**config.mk**
```make
export PLATFORM = sky130hd
export DESIGN_NAME = mem_port_arbiter
export DESIGN_NICKNAME = d
export VERILOG_FILES = /design/src/rtl/mem_port_arbiter.sv
export SDC_FILE = /design/constraint.sdc
export NUM_CORES = 1
export LEC_CHECK = 0
export ABC_AREA = 1
export BUFFER_PORTS_ARGS = -buffer_cell sky130_fd_sc_hd__buf_2
export CAP_MARGIN = 20
export CELL_PAD_IN_SITES_DETAIL_PLACEMENT = 0
export CELL_PAD_IN_SITES_GLOBAL_PLACEMENT = 1
export CORE_MARGIN = 8
export CORE_UTILIZATION = 31
export CTS_CLUSTER_SIZE = 30
export DETAILED_ROUTE_END_ITERATION = 8
export GPL_TIMING_DRIVEN = 0
export PLACE_DENSITY_LB_ADDON = 0.1
export RECOVER_POWER = 25
export SLEW_MARGIN = 25
export SYNTH_ARGS = -nofsm -noshare
export SYNTH_HDL_FRONTEND = slang
export SYNTH_SLANG_ARGS = --single-unit
```
**constraint.sdc**
```tcl
create_clock -name clk -period 1.6 [get_ports clk]
set_input_delay 0.48 -clock clk [delete_from_list [all_inputs] [get_ports clk]]
set_output_delay 0.48 -clock clk [all_outputs]
set_load 0.01 [all_outputs]
```
**src/rtl/mem_port_arbiter.sv**
```systemverilog
// mem_port_arbiter: round-robin share of one memory port between M0 (core) and M1 (boot/DMA).
// Latency: mem_en 1 cycle after req in IDLE; done 1 cycle after mem_ready or after TMO_CYC busy cycles.
// Backpressure: masters hold req until done; the slave stalls with mem_ready, bounded by a watchdog.
module mem_port_arbiter #(
  parameter int ADDR_W  = 32,
  parameter int DATA_W  = 32,
  parameter int TMO_CYC = 15
) (
  input  logic                clk,
  input  logic                rst,
  input  logic [1:0]          req,
  input  logic [1:0]          we,
  input  logic [2*ADDR_W-1:0] addr,
  input  logic [2*DATA_W-1:0] wdata,
  output logic [DATA_W-1:0]   rdata,
  output logic [1:0]          done,
  output logic [1:0]          err,
  output logic [1:0]          gnt,
  output logic                mem_en,
  output logic                mem_we,
  output logic [ADDR_W-1:0]   mem_addr,
  output logic [DATA_W-1:0]   mem_wdata,
  input  logic [DATA_W-1:0]   mem_rdata,
  input  logic                mem_ready
);

  localparam int               CNT_W    = $clog2(TMO_CYC + 1);
  localparam logic [CNT_W-1:0] CNT_LAST = CNT_W'(TMO_CYC - 1);

  typedef enum logic [1:0] {
    S_IDLE = 2'd0,
    S_BUSY = 2'd1,
    S_RESP = 2'd2
  } state_t;

  state_t           state_q;
  state_t           state_d;
  logic             last_gnt_q;   // index of the previous owner
  logic [CNT_W-1:0] cnt_q;        // busy cycles spent waiting on the slave

  logic [1:0] eligible;
  logic       any_req;
  logic       win;
  logic       cnt_last;
  logic       do_grant;
  logic       do_ok;
  logic       do_tmo;
  logic       do_inc;
  logic       do_release;

  // Arbitration: a master whose done is still high is not considered; on a tie the
  // master that did not own the port last time wins.
  always_comb begin
    eligible = req & ~done;
    any_req  = |eligible;
    if (eligible == 2'b11) begin
      win = ~last_gnt_q;
    end else begin
      win = eligible[1];
    end
    cnt_last = (cnt_q == CNT_LAST);
  end

  // State register.
  always_ff @(posedge clk or negedge rst) begin
    if (!rst) begin
      state_q <= S_IDLE;
    end else begin
      state_q <= state_d;
    end
  end

  // Next-state: BUSY ends on ready or on the last watchdog count; RESP lasts one cycle.
  always_comb begin
    state_d = state_q;
    case (state_q)
      S_IDLE:  if (any_req) state_d = S_BUSY;
      S_BUSY:  if (mem_ready || cnt_last) state_d = S_RESP;
      S_RESP:  state_d = S_IDLE;
      default: state_d = S_IDLE;
    endcase
  end

  // Output decode: one-cycle action strobes for the datapath; ready beats the timeout.
  always_comb begin
    do_grant   = 1'b0;
    do_ok      = 1'b0;
    do_tmo     = 1'b0;
    do_inc     = 1'b0;
    do_release = 1'b0;
    case (state_q)
      S_IDLE: do_grant = any_req;
      S_BUSY: begin
        do_ok  = mem_ready;
        do_tmo = !mem_ready && cnt_last;
        do_inc = !mem_ready && !cnt_last;
      end
      S_RESP:  do_release = 1'b1;
      default: ;
    endcase
  end

  // Datapath: latch the winner's request, hold it stable for the slave, report completion.
  always_ff @(posedge clk or negedge rst) begin
    if (!rst) begin
      last_gnt_q <= 1'b1;
      cnt_q      <= '0;
      gnt        <= 2'b00;
      done       <= 2'b00;
      err        <= 2'b00;
      rdata      <= '0;
      mem_en     <= 1'b0;
      mem_we     <= 1'b0;
      mem_addr   <= '0;
      mem_wdata  <= '0;
    end else begin
      done <= 2'b00;
      err  <= 2'b00;
      if (do_grant) begin
        gnt        <= win ? 2'b10 : 2'b01;
        last_gnt_q <= win;
        cnt_q      <= '0;
        mem_en     <= 1'b1;
        mem_we     <= we[win];
        mem_addr   <= win ? addr[2*ADDR_W-1:ADDR_W]  : addr[ADDR_W-1:0];
        mem_wdata  <= win ? wdata[2*DATA_W-1:DATA_W] : wdata[DATA_W-1:0];
      end
      if (do_ok) begin
        if (!mem_we) rdata <= mem_rdata;
        done   <= gnt;
        mem_en <= 1'b0;
      end
      if (do_tmo) begin
        rdata  <= '0;
        done   <= gnt;
        err    <= gnt;
        mem_en <= 1'b0;
      end
      if (do_inc && (cnt_q != '1)) begin
        cnt_q <= cnt_q + CNT_W'(1);
      end
      if (do_release) begin
        gnt <= 2'b00;
      end
    end
  end

endmodule

```
After elaboration in Yosys (flattened, before gate mapping)
Cells that the tools add are included.
{"block": "word_totals", "reg_bits": 111, "latch_bits": 0, "ram_bits": 0, "mem_bits_ro": 0, "in_bits": 167, "output_inout_bits": 104, "wordCells": 65, "mem_count": 0}
{"block": "classes", "n_addsub": 1, "n_mul": 0, "n_div": 0, "order_cmp": 1, "n_eq_ne": 8, "n_shift": 0, "muxes": 27, "n_bitwise": 3, "reduce_logical": 14}
{"op": "$mux 32", "n": 5}
{"op": "$mux 2", "n": 8}
{"op": "$mux 1", "n": 11}
{"op": "$mux 4", "n": 2}
{"op": "$reduce_bool 2->1", "n": 3}
{"op": "$add 4x1->4 const B", "n": 1}
{"op": "$eq 2x2->1 const B", "n": 2}
{"op": "$eq 4x4->1 const B", "n": 1}
{"op": "$ne 2x2->1 const B", "n": 2}
{"op": "$ne 4x4->1 const B", "n": 1}
{"op": "$pmux 2 s2", "n": 1}
{"op": "$reduce_and 2->1", "n": 2}
{"op": "$logic_and 1x1->1", "n": 3}
{"op": "$reduce_bool 3->1", "n": 1}
{"op": "$and 2x2->2", "n": 1}
{"op": "$eq 2x1->1 const B", "n": 1}
{"op": "$logic_not 1->1", "n": 2}
{"op": "$logic_not 2->1", "n": 1}
{"op": "$lt 1x2->1 const B", "n": 1}
{"op": "$ne 2x1->1 const B", "n": 1}
{"op": "$not 2->2", "n": 1}
{"op": "$reduce_or 2->1", "n": 1}
{"op": "$logic_or 1x1->1", "n": 1}
{"op": "$not 1->1", "n": 1}

Depth between registers and ports, before layout
Gate-level depths: netlist of the first run.
{"block": "depth", "depth_word": 7, "depth_mapped": 9, "mapped_depth_nobuf": 7}

Worst setup path before layout of the first run
No wires, ideal clock.
{"block": "synth_path", "path_type": "input to register", "from": "input port mem_ready", "to": "register rdata[30]", "setup_time_ns": 0.117, "t_arrival_ns": 1.205, "required_time_ns": 1.483, "path_slack_ns": 0.278, "stages": 7, "n_path_buf": 2, "cell_sequence": "clkbuf_1 > inv_1 > nand2_1 > nand3_2 > buf_2 > nand2_1 > nand2_1"}
{"block": "synth_via", "elab_chain_len": 5, "elab_cells_between_ends": 8, "cone_classes": "eq/ne: 1; mux: 3; reduce/logical: 4"}
{"item": "from (decl)", "line_no": "24", "rtl": "input logic mem_ready"}
{"item": "$logic_not 1->1", "line_no": "95", "rtl": "do_tmo = !mem_ready && cnt_last;"}
{"item": "$logic_and 1x1->1", "line_no": "95"}
{"item": "$mux 1", "line_no": "91", "rtl": "case (state_q)"}
{"item": "$ne 2x1->1 (no line) / $reduce_bool 2->1 (equally long branches)"}
{"item": "$reduce_and 2->1 (no line)"}
{"item": "to (signal assigned)", "line_no": "129", "rtl": "if (!mem_we) rdata <= mem_rdata;"}
{"item": "to (decl)", "line_no": "15", "rtl": "output logic [DATA_W-1:0] rdata,"}
Parallel ways exist; a longest one is shown, timed or not.
A chain may end at the register's enable or synchronous reset.

Worst setup path after layout of the first run
{"block": "layout_path", "from": "register last_gnt_q", "to": "register mem_wdata[28]"}
{"block": "layout_via", "elab_chain_len": 3}
{"item": "from (decl)", "line_no": "38", "rtl": "logic last_gnt_q;"}
{"item": "from (signal assigned)", "line_no": "121", "rtl": "last_gnt_q <= win;"}
{"item": "$not 1->1", "line_no": "57", "rtl": "win = ~last_gnt_q;"}
{"item": "$mux 1", "line_no": "56", "rtl": "if (eligible == 2'b11) begin"}
{"item": "$mux 32", "line_no": "126", "rtl": "mem_wdata <= win ? wdata[2*DATA_W-1:DATA_W] : wdata[DATA_W-1:0];"}
{"item": "to (signal assigned)", "line_no": "126"}
{"item": "to (decl)", "line_no": "22", "rtl": "output logic [DATA_W-1:0] mem_wdata,"}
No other way between the ends.

==> flow_summary.toml, run 1 <==
[worst_setup_path]
cp.arrival_ns = 1.75
cp_max_fo = 10
reg2reg_slack_ns = 0.1
cp-end-kind = "flip-flop"
rr_startpoint = "last_gnt_q"
cp_cell_sequence = "nand3_2, clkbuf_4, buf_2, nand3_1, nand2_1, nand2_1, nand2_1"
worst_path_most_repeated_cell = "nand2_1"
reg2reg_to = "mem_wdata[28]"
crit_required_ns = 1.85
critPathMaxStageDelay_ns = 0.55
cp_slowest_cell = "dfstp_2"
crit_path_start = "last_gnt_q"
r2r_cells = 7
crit_type = "flip-flop to flip-flop"
crit_path_end = "mem_wdata[28]"
startpoint_type = "flip-flop"

[clock_tree]
h-tree-depth = 3
cts_setup_buffers = 0
worstSkewPairLatency_ns = 0.35
cts_sinks = 111
cts_tree = "done"
clkTransAtPathRegs_ns = 0.08
cts_made_buffers = 9
cts-root-buf = "clkbuf_16"
clockBufferDepth = 2

[floorplan]
die_x_um = 148
rows = 48
design.die.area_mm2 = 0.0218
ios = 271
core_area_mm2 = 0.0171
fp.dieH_um = 148
start_util = 0.314

[sta]
finClkSkew_ns = 0.00716
finalSetupViolCount = 0
finalHoldViolCount = 0
hold_ws_ns = 0.205
slew-limit-headroom = 0.456
min_period_ns = 1.50
slew_violations = 0
fin_tns_setup_ns = 0
fmax_mhz = 667
worst_slew_pin_slew_ns = 0.816
post-route-period-util = 0.938
rsz0062_at_grt = "no"
setup_ws_ns = 0.0998

[synthesis]
synth_fp_nets = 886
ys_top_cells_by_area = "dfrtp_1 (51%), nand2_1 (28%), nand3_1 (7.1%)"
synth_common_cells = "nand2_1 (408), dfrtp_1 (110), nand3_1 (76)"
synth_seq_cells = 111
yosysMostFrequentCell = "nand2_1"
yosys.area.top_type = "dfrtp_1"
avgSynthCellArea_um2 = 7.51
synthDistinctLibCells = 19
synth.yosys.seq_area_share = 0.516
ys_warn_count = 0
synth_async_sr_flop_share = 1.00
syn_area_mm2 = 0.00538
netlist_instances = 717
synth_top_area_frac = 0.511
synth-edff-count = 0
dominantRegCellSynth = "dfrtp_1"

[layout]
fill_cells = 1834
final_area_mm2 = 0.00738
register_area_mm2 = 0.00278
post-route-util = 0.431
stdcell_count = 1229
multi_input_area_mm2 = 0.00227
layout-drive-gt1-share = 0.330
syn_to_final_growth_pct = 37.2
nNetsFinal = 1167

[placement]
place_inst = 1212
port-buffer-count = 269
gp_congestion = 0.781
dp_slack_ns = -0.110
post-dp-hpwl_mm = 15.0
dpl_cell_area_mm2 = 0.00705

[drt]
wl_per_cell_um = 15.8
drt_iter0_drc = 295
wirelength_mm = 19.5
viasPerCell = 4.45
drc_errors = 0
vias = 5474
first_pass_iters = 4
ant_nets = 0

[grt]
grt_pass1_wl_mm = 30.9
antenna_found_initial = 1
overflow = 0
grt.total_usage = 0.178
grt_start_max_net_pins = 57
grt_pass1_vias = 5506

[pwr]
pwr-share-clk = 0.191
powerDensity_mw_per_mm2 = 1790
p_comb_frac = 0.454
p_total_mw = 13.2
power.leakage_nw = 4.47
power_frac_seq = 0.356
ir_drop_mv = 0.588
swShare = 0.421
internal_power_mw = 7.66
p_sw_mw = 5.56

[run]
maxCapViolCount = 0

[hold_path]
hold_class = "input port to asynchronous set/reset pin"

[outcome]
status = "completed"
[kinds of logic after synthesis]
group | after synthesis | synth area share
and+or+nand+nor | 532 | 0.411
DFF | 111 | 0.516
buffers and inverters | 68 | 0.0637
AOI/OAI and AO/OA | 3 | 0.00279
adders and majority gates | 2 | 0.00465
xor gates and xnor gates | 1 | 0.00163
[sequential cells by signal (all words and copies together), names as in the netlist, 2 cells and up]
signal     cells
rdata         32
gnt            2
state_q        2
mem_wdata     32
err            2
mem_addr      32
cnt_q          4
done           2
[critical path, delay by kind of cell (launching register included)]
| kind | cells | cell delay, ns |
|---|---|---|
| flops | 1 | 0.55 |
| buf+inv | 2 | 0.43 |
| simple gates | 5 | 0.40 |
[worst min-delay path by stage]
stage | slack (ns) | end | cells past startpoint
floorplan | 0.18 | cnt_q[0] | 0
global placement | 0.45 | rdata[15] | 2
detailed placement | 0.45 | mem_wdata[20] | 1
CTS | 0.05 | mem_wdata[20] | 1
global route | 0.30 | mem_wdata[20] | 1
finish | 0.20 | mem_wdata[20] | 1
[routing by layer]
layer,routed length [µm],global-route usage
met2,9150,0.287
met4,318,0.0566
met5,0,0
met1,8790,0.231
met3,1220,0.0437
[cell type report]
| cell class | instances | area share |
|---|---|---|
| clock buffers | 9 | 0.0305 |
| inverters | 19 | 0.00966 |
| multi-input cells | 538 | 0.307 |
| clock inverters | 7 | 0.0141 |
| repair buffers | 270 | 0.184 |
| diodes | 1 | 0.000339 |
| well taps | 225 | 0.0381 |
| plain buffers | 49 | 0.0396 |
| flip-flops and latches | 111 | 0.376 |
[what timing repair did]
action / CTS / global route
gates resized for setup: 1 / 14
gates cloned: 0 / 0
hold buffers: 0 / 0
setup endpoints to repair: 9 / 30
[power by group through the flow]
stage / clock network, mW / logic, mW / registers (mW)
floorplan: 0 / 2.91 / 5.29
global placement: 0 / 6.10 / 4.73
detailed placement: 0 / 6.13 / 4.74
CTS: 2.61 / 6.13 / 4.71
global route: 2.73 / 6.83 / 4.85
finish: 2.52 / 5.99 / 4.70
[cells in the final DEF (no fill, tap or decap), types with 6 or more instances in the layout]
cell type,Yosys,routed
nand4_1,33,33
clkbuf_16,0,9
buf_6,4,6
buf_4,8,10
dfrtp_1,110,110
nor2_1,7,7
clkbuf_1,15,13
buf_2,22,284
nand2_1,408,407
nand3_1,76,76
inv_1,16,16
Note: power is estimated with default switching activity, not from simulation.
==> inputs of run 2 (changes only) <==
Settings changed: RECOVER_POWER 25 to unset.
==> run 2 against run 1 <==
  * Clock skew is essentially flat
  * Via count shrank 0.11%
  * Core utilization increased by 0.14 points
  * Sequential share of layout area shrank 0.12 points
  * Power barely moved
  * First-iteration DRC count is 13% higher
  * Die area is the same
  * Critical path depth did not move
  * Final cell count stayed put
  * Worst hold slack got worse by 0.18 ns
  * Register-to-register slack about the same
  * Sequential cell count is the same
==> flow_summary.toml, run 2 (synthesized netlist as in run 1, its figures left out) <==
[outcome]
status = "completed"

[clock_tree]
cts_tree = "done"
clkTransAtPathRegs_ns = 0.08
ctsHoldBuffers = 0
worstSkewPairLatency_ns = 0.35
h-tree-depth = 3
cts_made_buffers = 9
clockBufferDepth = 2
cts-root-buf = "clkbuf_16"
cts_sinks = 111
cts_setup_buffers = 0

[sta]
worst_slew_pin_slew_ns = 0.518
post-route-period-util = 0.938
hold_ws_ns = 0.0213
slew-limit-headroom = 0.655
fin_tns_setup_ns = 0
slew_violations = 0
finClkSkew_ns = 0.00714
min_period_ns = 1.50
finalSetupViolCount = 0
rsz0062_at_grt = "no"
finalHoldViolCount = 0
fmax_mhz = 666

[layout]
reg_top3 = "mem_addr x32, mem_wdata x32, rdata x32"
nNetsFinal = 1167
layout_commonest_cell = "nand2_1"
final_cell_mix = "nand2_1 (407), buf_2 (284), dfrtp_1 (110)"
stdcell_count = 1229
layout-drive-gt1-share = 0.330
syn_to_final_growth_pct = 37.6
post-route-util = 0.433

[run]
maxCapViolCount = 0

[pwr]
internal_power_mw = 7.66
swShare = 0.420
ir_drop_mv = 0.587
power_frac_seq = 0.356
pwr-share-clk = 0.190
p_comb_frac = 0.454
p_total_mw = 13.2
powerDensity_mw_per_mm2 = 1780
p_sw_mw = 5.55
power.leakage_nw = 4.48

[grt]
grt_start_max_net_pins = 57
grt_pass1_vias = 5506
grt.total_usage = 0.178
overflow = 0
grt_pass1_wl_mm = 30.9
antenna_found_initial = 1

[floorplan]
die_x_um = 148
ios = 271
rows = 48
design.die.area_mm2 = 0.0218
core_area_mm2 = 0.0171
start_util = 0.314
fp.dieH_um = 148

[placement]
place_inst = 1212
gp_congestion = 0.781
post-dp-hpwl_mm = 15.0
port-buffer-count = 269

[worst_setup_path]
crit_required_ns = 1.85
startpoint_type = "flip-flop"
cp.arrival_ns = 1.75
rr_startpoint = "last_gnt_q"
reg2reg_slack_ns = 0.1
cp-end-kind = "flip-flop"
crit_type = "flip-flop to flip-flop"
r2r_cells = 7
cp_max_fo = 10
reg2reg_to = "mem_wdata[28]"

[drt]
ant_nets = 0
drt_iter0_drc = 333
viasPerCell = 4.45
drc_errors = 0
first_pass_iters = 4
vias = 5468
wirelength_mm = 19.5
wl_per_cell_um = 15.8

[hold_path]
hold_class = "input port to asynchronous set/reset pin"
-- run 2: critical path: stages, from the launching register on --
cell and delay, ns:
dfstp_2 0.55, nand3_2 0.12, clkbuf_4 0.23, buf_2 0.20, nand3_1 0.08, nand2_1 0.08
nand2_1 0.07, nand2_1 0.05
-- run 2: power groups by stage --
stage	Sequential, mW	Clock, mW	Combinational (mW)
4_1_cts	4.71	2.61	6.13
3_5_place_dp	4.74	0	6.13
3_3_place_gp	4.73	0	6.10
2_1_floorplan	5.29	0	2.91
5_1_grt	4.85	2.73	6.84
6_report	4.70	2.51	6.00
-- run 2: repair_timing --
item / in CTS / in global routing
endpoints found under the hold margin: 0 / 0
setup endpoints to repair: 9 / 30
gates resized for setup: 1 / 14
-- run 2: cell type report --
class / instances / area [µm²]
Buffer: 49 / 293
Clock inverter: 7 / 104
Inverter: 19 / 71.3
Tap cell: 225 / 282
Timing Repair Buffer: 270 / 1380
Clock buffer: 9 / 225
Fill cell: 1830 / 9710
Antenna cell: 1 / 2.50
Multi-Input combinational cell: 538 / 2270
Sequential cell: 111 / 2780
-- run 2: how the worst max path moves through the flow --
stage,start,endpoint,slack [ns],cells past startpoint
after global placement,rst,rdata[23],-1.44,1
after detailed placement,req[0],mem_we,-0.11,7
final,last_gnt_q,mem_wdata[28],0.1,7
after global routing,last_gnt_q,mem_wdata[28],0.002,7
after CTS,last_gnt_q,mem_wdata[28],0.07,8
after floorplan,mem_ready,rdata[30],0.28,7
-- run 2: through the flow --
| stage | cell area (µm²) | setup slack [ns] |
|---|---|---|
| after floorplan | 5380 | 0.278 |
| after global placement | 7010 | -1.44 |
| after detailed placement | 7050 | -0.110 |
| after CTS | 7380 | 0.0740 |
| after global routing | 7410 | 0.00199 |
| final | 7410 | 0.0987 |
-- run 2: routing by layer --
layer | vias up | global-route usage | wire, µm
li1 | 2824 | - | -
met4 | 0 | 0.0566 | 318
met2 | 158 | 0.287 | 9140
met3 | 18 | 0.0437 | 1200
met5 | - | 0 | 0
met1 | 2468 | 0.231 | 8810
==> inputs of run 3 (changes only) <==
Settings changed: CORE_ASPECT_RATIO set to 0.7.
==> run 3 against run 2 <==
  * Sequential share of layout area barely moved
  * Power fell by 0.92%
  * Clock skew rose by 0.0036 ns
  * Die area rose by 0.31%
  * First-iteration DRC count fell by 12%
  * Global-route usage fell by 0.45 points
  * Via count rose by 0.42%
  * Register-to-register slack improved by 0.04 ns
  * Clock power fell by 7%
  * Critical path type unchanged
==> flow_summary.toml, run 3 (synthesized netlist as in run 1, its figures left out) <==
[outcome]
status = "completed"

[grt]
antenna_found_initial = 2
overflow = 0
grt.total_usage = 0.174
grt_pass1_wl_mm = 30.8
grt_start_max_net_pins = 68
grt_pass1_vias = 5478

[clock_tree]
cts_tree = "done"
ctsHoldBuffers = 0
cts_made_buffers = 9
clkTransAtPathRegs_ns = 0.08
worstSkewPairLatency_ns = 0.35
cts_sinks = 111
clockBufferDepth = 2
h-tree-depth = 3
cts-root-buf = "clkbuf_16"

[worst_setup_path]
cp-end-kind = "flip-flop"
crit_required_ns = 1.89
crit_type = "flip-flop to flip-flop"
startpoint_type = "flip-flop"
cp.arrival_ns = 1.75
cp_max_fo = 10

[drt]
viasPerCell = 4.44
wirelength_mm = 19.4
vias = 5491
ant_nets = 0
drt_iter0_drc = 293
first_pass_iters = 5
drc_errors = 0
wl_per_cell_um = 15.7

[layout]
final_cell_mix = "nand2_1 (407), buf_2 (285), dfrtp_1 (110)"
stdcell_count = 1236
nNetsFinal = 1168
final_area_mm2 = 0.00741
post-route-util = 0.434
reg_top3 = "mem_addr x32, mem_wdata x32, rdata x32"
layout_commonest_cell = "nand2_1"
syn_to_final_growth_pct = 37.6
layout-drive-gt1-share = 0.330

[sta]
finalSetupViolCount = 0
min_period_ns = 1.46
slew-limit-headroom = 0.623
rsz0062_at_grt = "no"
finClkSkew_ns = 0.0107
slew_violations = 0
worst_slew_pin_slew_ns = 0.566
hold_ws_ns = 0.000455
fmax_mhz = 685
setup_ws_ns = 0.140
fin_tns_setup_ns = 0
post-route-period-util = 0.913
finalHoldViolCount = 0

[placement]
gp_congestion = 0.776
dpl_cell_area_mm2 = 0.00706
place_inst = 1218
dp_slack_ns = -0.0745
port-buffer-count = 269
post-dp-hpwl_mm = 14.9

[floorplan]
fp.dieH_um = 126
rows = 40
core_area_mm2 = 0.0171
start_util = 0.315
ios = 271
die_x_um = 173
design.die.area_mm2 = 0.0219

[pwr]
powerDensity_mw_per_mm2 = 1770
ir_drop_mv = 0.624
power.leakage_nw = 4.47
p_total_mw = 13.1

[hold_path]
hold_class = "input port to asynchronous set/reset pin"

[run]
maxCapViolCount = 0
-- run 3: changes by cell type in the layout (fill, tap and decap cells not counted) --
cell,previous run,this run
clkbuf_1,13,14
buf_2,284,285
nor2_4,2,1
clkinv_4,0,1
inv_8,2,0
nand3_4,0,1
clkbuf_8,0,2
buf_6,5,6
clkbuf_4,3,2
nand3_2,2,1
clkinvlp_4,1,0
bufinv_16,2,1
nor2_2,0,1
-- run 3: metal layers --
layer  share of wire  track usage  vias up
met5         0.00067            0        -
met4           0.013       0.0404        2
met3           0.079       0.0519       17
met2            0.43        0.264      188
met1            0.47        0.239     2461
li1                -            -     2823
-- run 3: final timing paths --
check | startpoint | to | slack [ns] | cells past startpoint
max | state_q[1] | rdata[24] | 0.14 | 4
min | rst | mem_addr[28] | 0.0005 | 1
max reg2reg | state_q[1] | rdata[24] | 0.14 | 4
min reg2reg | rdata[11] | rdata[11] | 0.47 | 2
max in group asynchronous | rst | rdata[5] | 0.90 | 2
min in group clk | mem_rdata[14] | rdata[14] | 0.38 | 3
-- run 3: repair_timing --
item | CTS | global route
cloned | 0 | 0
resized for setup | 1 | 14
buffers inserted | 0 | 1
setup endpoints to repair | 3 | 35
pin swaps | 0 | 1
-- run 3: worst max-delay path, stage by stage (launching register included) --
cell and delay (ns):
dfrtp_1 0.43, nor2_4 0.28, clkbuf_1 0.37, nand4_1 0.20, nand2_1 0.11
-- run 3: power breakdown --
| group | switching [mW] | internal (mW) |
|---|---|---|
| Sequential | 0.644 | 4.05 |
| Clock | 1.03 | 1.31 |
| Combinational | 3.84 | 2.22 |
| Total | 5.52 | 7.58 |
-- run 3: final cells by class --
class                   count  area (µm²)
flip-flops and latches    111        2780
fillers                  1873        9660
well taps                 231         289
clock buffers              12         256
inverters                  19        71.3
clock inverters             4        52.6
multi-input cells         538        2270
diodes                      1        2.50
repair buffers            271        1390
plain buffers              49         294
